[config.mk]
export PLATFORM = sky130hd
export DESIGN_NAME = usb_data_buffer_flat
export DESIGN_NICKNAME = d
export VERILOG_FILES = /design/src/rtl/usb_data_buffer_if.sv /design/src/rtl/usb_data_buffer.sv /design/src/flat_wrapper.sv
export SDC_FILE = /design/constraint.sdc
export NUM_CORES = 1
export LEC_CHECK = 0
export CAP_MARGIN = 25
export CORE_UTILIZATION = 50
export DETAILED_ROUTE_END_ITERATION = 10
export PLACE_DENSITY = 0.66
export SYNTH_ARGS = -nofsm -noshare
export SYNTH_HDL_FRONTEND = slang
export SYNTH_SLANG_ARGS = --single-unit
[constraint.sdc]
create_clock -name clk -period 4.7 [get_ports clk]
set_clock_uncertainty 0.1 [all_clocks]
set_input_delay 0.47 -clock clk [delete_from_list [all_inputs] [get_ports clk]]
set_output_delay 0.47 -clock clk [all_outputs]
set_load 0.005 [all_outputs]
[src/rtl/usb_data_buffer_if.sv]
// usb_data_buffer_if: strobe/data bundle between the USB/AHB clients and the byte FIFO
interface usb_data_buffer_if #(parameter int OCC_W = 7);
  logic             store_rx_packet_data;
  logic [7:0]       rx_packet_data;
  logic             get_rx_data;
  logic [7:0]       rx_data;
  logic             store_tx_data;
  logic [7:0]       tx_data;
  logic             get_tx_packet_data;
  logic [7:0]       tx_packet_data;
  logic             flush;
  logic             clear;
  logic [OCC_W-1:0] buffer_occupancy;
  logic             overrun;
  logic             underrun;
  modport master (
    output store_rx_packet_data, rx_packet_data, get_rx_data,
    output store_tx_data, tx_data, get_tx_packet_data, flush, clear,
    input  rx_data, tx_packet_data, buffer_occupancy, overrun, underrun
  );
  modport slave (
    input  store_rx_packet_data, rx_packet_data, get_rx_data,
    input  store_tx_data, tx_data, get_tx_packet_data, flush, clear,
    output rx_data, tx_packet_data, buffer_occupancy, overrun, underrun
  );
endinterface

[src/rtl/usb_data_buffer.sv]
// usb_data_buffer: single-clock byte FIFO shared by the USB RX/TX datapath and the AHB slave
module usb_data_buffer #(
  parameter int DEPTH  = 64,
  parameter int ADDR_W = 6,
  parameter int OCC_W  = 7
) (
  input logic               clk,
  input logic               n_rst,
  usb_data_buffer_if.slave  bus
);
  logic [7:0]        mem_q [DEPTH];
  logic [ADDR_W-1:0] wptr_q, wptr_d, rptr_q, rptr_d;
  logic [OCC_W-1:0]  count_q, count_d;
  logic              overrun_q, overrun_d, underrun_q, underrun_d;
  logic              fl, wr_en, rd_en, wr_acc, rd_acc;
  logic [7:0]        wr_data;
  // Acceptance is judged on the count at the start of the cycle; a full buffer may take a write only alongside a read
  always_comb begin
    fl         = bus.flush | bus.clear;
    wr_en      = bus.store_rx_packet_data | bus.store_tx_data;
    rd_en      = bus.get_rx_data | bus.get_tx_packet_data;
    wr_data    = bus.store_rx_packet_data ? bus.rx_packet_data : bus.tx_data;
    rd_acc     = !fl && rd_en && count_q != '0;
    wr_acc     = !fl && wr_en && (count_q != OCC_W'(DEPTH) || rd_acc);
    wptr_d     = fl ? '0 : wptr_q + ADDR_W'(wr_acc);
    rptr_d     = fl ? '0 : rptr_q + ADDR_W'(rd_acc);
    count_d    = fl ? '0 : count_q + OCC_W'(wr_acc) - OCC_W'(rd_acc);
    overrun_d  = !fl && ((wr_en && !wr_acc) || (bus.store_rx_packet_data && bus.store_tx_data));
    underrun_d = !fl && rd_en && count_q == '0;
  end
  // Pointer, occupancy and error-pulse state
  always_ff @(posedge clk or negedge n_rst) begin
    if (!n_rst) begin
      wptr_q     <= '0;
      rptr_q     <= '0;
      count_q    <= '0;
      overrun_q  <= 1'b0;
      underrun_q <= 1'b0;
    end else begin
      wptr_q     <= wptr_d;
      rptr_q     <= rptr_d;
      count_q    <= count_d;
      overrun_q  <= overrun_d;
      underrun_q <= underrun_d;
    end
  end
  // Storage array is deliberately left out of reset
  always_ff @(posedge clk) begin
    if (wr_acc) mem_q[wptr_q] <= wr_data;
  end
  assign bus.rx_data          = count_q != '0 ? mem_q[rptr_q] : 8'h00;
  assign bus.tx_packet_data   = bus.rx_data;
  assign bus.buffer_occupancy = count_q;
  assign bus.overrun          = overrun_q;
  assign bus.underrun         = underrun_q;
endmodule

[src/flat_wrapper.sv]
// flat-port wrapper written by rule: the top's interface ports become plain ports
module usb_data_buffer_flat 
#(
  parameter int DEPTH  = 64,
  parameter int ADDR_W = 6,
  parameter int OCC_W  = 7
)
  (clk, n_rst, bus_store_rx_packet_data, bus_rx_packet_data, bus_get_rx_data, bus_store_tx_data, bus_tx_data, bus_get_tx_packet_data, bus_flush, bus_clear, bus_rx_data, bus_tx_packet_data, bus_buffer_occupancy, bus_overrun, bus_underrun);
  usb_data_buffer_if #(.OCC_W(OCC_W)) bus_i ();
  input logic clk;
  input logic n_rst;
  input wire logic [$bits(bus_i.store_rx_packet_data)-1:0] bus_store_rx_packet_data;
  input wire logic [$bits(bus_i.rx_packet_data)-1:0] bus_rx_packet_data;
  input wire logic [$bits(bus_i.get_rx_data)-1:0] bus_get_rx_data;
  input wire logic [$bits(bus_i.store_tx_data)-1:0] bus_store_tx_data;
  input wire logic [$bits(bus_i.tx_data)-1:0] bus_tx_data;
  input wire logic [$bits(bus_i.get_tx_packet_data)-1:0] bus_get_tx_packet_data;
  input wire logic [$bits(bus_i.flush)-1:0] bus_flush;
  input wire logic [$bits(bus_i.clear)-1:0] bus_clear;
  output wire logic [$bits(bus_i.rx_data)-1:0] bus_rx_data;
  output wire logic [$bits(bus_i.tx_packet_data)-1:0] bus_tx_packet_data;
  output wire logic [$bits(bus_i.buffer_occupancy)-1:0] bus_buffer_occupancy;
  output wire logic [$bits(bus_i.overrun)-1:0] bus_overrun;
  output wire logic [$bits(bus_i.underrun)-1:0] bus_underrun;
  assign bus_i.store_rx_packet_data = bus_store_rx_packet_data;
  assign bus_i.rx_packet_data = bus_rx_packet_data;
  assign bus_i.get_rx_data = bus_get_rx_data;
  assign bus_i.store_tx_data = bus_store_tx_data;
  assign bus_i.tx_data = bus_tx_data;
  assign bus_i.get_tx_packet_data = bus_get_tx_packet_data;
  assign bus_i.flush = bus_flush;
  assign bus_i.clear = bus_clear;
  assign bus_rx_data = bus_i.rx_data;
  assign bus_tx_packet_data = bus_i.tx_packet_data;
  assign bus_buffer_occupancy = bus_i.buffer_occupancy;
  assign bus_overrun = bus_i.overrun;
  assign bus_underrun = bus_i.underrun;
  usb_data_buffer #(.DEPTH(DEPTH), .ADDR_W(ADDR_W), .OCC_W(OCC_W)) u_core (.clk(clk), .n_rst(n_rst), .bus(bus_i));
endmodule
==> results of run 1 <==
[synthesized netlist by cell type (all sizes together) (10+ instances only)]
master	n
a21oi	13
clkbuf	18
nand3	29
and2	10
nand2	56
nor2	93
buf	52
dfrtp	21
ha	11
mux2	17
mux4	105
mux2i	70
o22ai	16
edfxtp	512
[worst max-delay path, cell delays in order, from the launching register on]
cell             delay (ns)
dfrtp_4                0.93
buf_4                  0.40
mux4_2                 0.54
and2_0                 0.18
a211oi_1               0.28
o32a_1                 0.30
a21oi_1                0.13
clkdlybuf4s50_1        0.49
[sequential cells by signal (all words and copies together), names as in the netlist]
register                     flops
u_core.mem_q                   512
u_core.bus.buffer_occupancy      7
u_core.rptr_q                    6
u_core.wptr_q                    6
u_core.bus.overrun               1
u_core.bus.underrun              1
[worst paths after layout]
check	start	end	slack [ns]	cells after the start
setup / recovery	u_core.rptr_q[0]$_DFF_PN0_	bus_rx_data[2]	0.27	7
hold / removal	n_rst	u_core.bus.buffer_occupancy[4]$_DFF_PN0_	0.01	1
setup reg to reg	u_core.bus.buffer_occupancy[5]$_DFF_PN0_	u_core.mem_q[44][2]$_DFFE_PP_	1.38	7
hold reg to reg	u_core.bus.buffer_occupancy[5]$_DFF_PN0_	u_core.bus.buffer_occupancy[6]$_DFF_PN0_	0.58	3
max in group asynchronous	n_rst	u_core.rptr_q[2]$_DFF_PN0_	4.09	2
min in group clk	bus_store_tx_data	u_core.bus.overrun$_DFF_PN0_	0.39	3
[cells in the final DEF (no fill, tap or decap), types with 5 or more instances in the layout]
| cell | n |
|---|---|
| clkinv_2 | 11 |
| o221ai_1 | 6 |
| ha_1 | 11 |
| mux2_2 | 17 |
| nand2b_1 | 5 |
| a21oi_1 | 13 |
| nand2_1 | 56 |
| xnor2_1 | 9 |
| buf_4 | 75 |
| a211oi_1 | 5 |
| inv_1 | 9 |
| edfxtp_1 | 512 |
| and2_1 | 8 |
| buf_12 | 5 |
| dfrtp_1 | 18 |
| nand3b_1 | 6 |
| o22ai_1 | 16 |
| nor2_1 | 93 |
| clkbuf_16 | 55 |
| mux2i_1 | 70 |
| or2_2 | 5 |
| clkinv_1 | 14 |
| nand3_1 | 29 |
| mux4_2 | 104 |
| o211ai_1 | 8 |
| clkdlybuf4s50_1 | 48 |
| clkbuf_1 | 9 |
[per-layer routing]
metal / global-route usage / up-vias / share of wire
met5: 0 / - / 0
met4: 0.0913 / 0 / 0.034
met3: 0.0383 / 94 / 0.070
met2: 0.366 / 417 / 0.48
met1: 0.333 / 5773 / 0.42
li1: - / 4786 / -
[through the flow]
stage,hold WS (ns),instance area [sq um]
2_1_floorplan,0.0744,21500
3_3_place_gp,0.526,22900
3_5_place_dp,0.567,22900
4_1_cts,0.328,24500
5_1_grt,0.0209,24600
6_report,0.0146,24600
[power breakdown]
part	internal, W	switching, W	total [W]
Clock	0.00227	0.00175	0.00402
Sequential	0.00527	0.0000357	0.00530
Combinational	0.000449	0.000548	0.000996
Total	0.00799	0.00233	0.0103
[final cells by class]
cell class	instances	area [sq um]	share of cell area
repair buffers	129	1170	0.0477
clock inverters	32	209	0.00850
well taps	539	674	0.0274
inverters	9	33.8	0.00138
multi-input cells	524	5130	0.209
flip-flops and latches	533	15900	0.648
clock buffers	66	1440	0.0585
[logic make-up after synthesis]
| kind of cell | Yosys count |
|---|---|
| fa+ha+maj | 12 |
| simple gates | 228 |
| compound gates | 80 |
| xor+xnor | 12 |
| mux | 192 |
| buf+inv | 79 |
| flops | 533 |
==> results by group, run 1 <==
Global route
  – Vias in the first global route: 11.3k
  – Initial antenna violation count: 0
  – Gr ovfl total: 0
  – First-pass GRT wire length: 74200 um
  – Largest net degree at the start of global routing: 56
  – Total track usage: 0.234

Detailed routing
  – DR vias: 11.1k
  – Vias per cell: 6.04
  – Post-DRT Antenna Nets: 0
  – DRT Wirelength: 49400 um
  – Detailed-router iteration count before antenna repair: 7
  – DRC Markers: 0
  – DR WL/cell: 27.0 um
  – Initial drt markers: 991

Floorplan
  – Cell row count: 75
  – CORE AREA: 42100 sq um
  – Die width: 209 um
  – Die height: 209 um
  – Starting density of the core: 0.510
  – Total die area: 43800 sq um
  – Ports: 49

Critical path
  – Critical path endpoint category: primary output
  – Worst-path fanout max: 33
  – Crit path launch type: flip-flop
  – Req. time, crit path: 4.13 ns
  – Setup Crit Path Kind: reg -> out
  – Critical path data arrival time: 3.86 ns

Place
  – DPL Wire Length: 31300 um
  – I/O Buffers: 48
  – Dpl ws: 0.839 ns
  – Cells after DPL: 1733
  – GPL Wtd Cong: 0.875

Status
  – Status: finished, final reports clean

Logic synthesis
  – Syn nets: 1172
  – Main synth FF type: edfxtp_1
  – Synth top area share: 0.715
  – Synth Area in XOR/XNOR: 0.00489
  – Mapped Area: 21500 sq um
  – Post-synthesis mux area share: 0.152
  – Adder-cell share of the synthesized area: 0.00734
  – Fraction of the mapped netlist area in simple logic gates: 0.0484
  – Main combinational cell family by area after synthesis: multiplexers
  – Cell variety after synth: 54
  – Area leader, netlist: edfxtp_1
  – Yosys reg bits: 533
  – Top post-synthesis cells by area: edfxtp_1, mux4_2, mux2i_1, dfrtp_1, nor2_1
  – Yosys warns: 0
  – Syn Area/Cell: 18.9 sq um
  – Asr flop ratio synth: 0.0394
  – Compound-cell area share of the yosys netlist: 0.0265
  – Syn Inst Count: 1136
  – Seq/Total Area, Yosys: 0.740
  – Post-synth EDFFs: 512

CTS
  – TritonCTS Buffers: 53
  – Clock Latency Late Sink: 0.60 ns
  – Hold Buf Count CTS: 0
  – Cts repair resizes: 0
  – Clk slew on worst S/H paths: 0.06 ns
  – CTS tree: done
  – H-Tree Depth: 2
  – Clk buf depth: 3
  – Clock root cell: clkbuf_16
  – Setup bufs post-CTS: 0
  – TritonCTS sink count: 533

Job
  – Max-Cap Viols: 0

Final layout
  – # nets final: 1286
  – Final Instance Count excl. Fillers: 1832
  – Layout Utilization: 0.583
  – Filler Cells Inserted: 3069
  – Antenna Cells: 0
  – Area Overhead vs Synth: 14.3%
  – Share of layout cells above drive strength 1: 0.223

Power and ir drop
  – PwrDens: 420 nW/um^2
  – Leak: 7.83 nW
  – Tot Pwr: 0.0103 W
  – Maximum vdd ir drop: 287 uV

STA
  – Actual slew at the worst max-slew pin: 0.942 ns
  – Final Max Slew Viols: 0
  – Final min period: 4.43 ns
  – Final setup TNS: 0 ns
  – Slew Limit Headroom: 0.372
  – Fmax achieved: 225 MHz
  – Final-report setup violation count: 0
  – Final Hold Viols: 0
  – Final worst slack: 0.265 ns
  – Final period util: 0.944
  – Unrepaired setup endpoints after global routing: false

Min path
  – HP Class: in -> async
No activity file was read; power rests on OpenSTA's default activity.
==> run 2, diff against run 1 <==
--- a/config.mk
+++ b/config.mk
@@ -9,6 +9,7 @@
 export CORE_UTILIZATION = 50
 export DETAILED_ROUTE_END_ITERATION = 10
 export PLACE_DENSITY = 0.66
+export SKIP_LAST_GASP = 1
 export SYNTH_ARGS = -nofsm -noshare
 export SYNTH_HDL_FRONTEND = slang
 export SYNTH_SLANG_ARGS = --single-unit
==> results of run 2 <==
Final layout, timing and power as in run 1 (identical DEF).
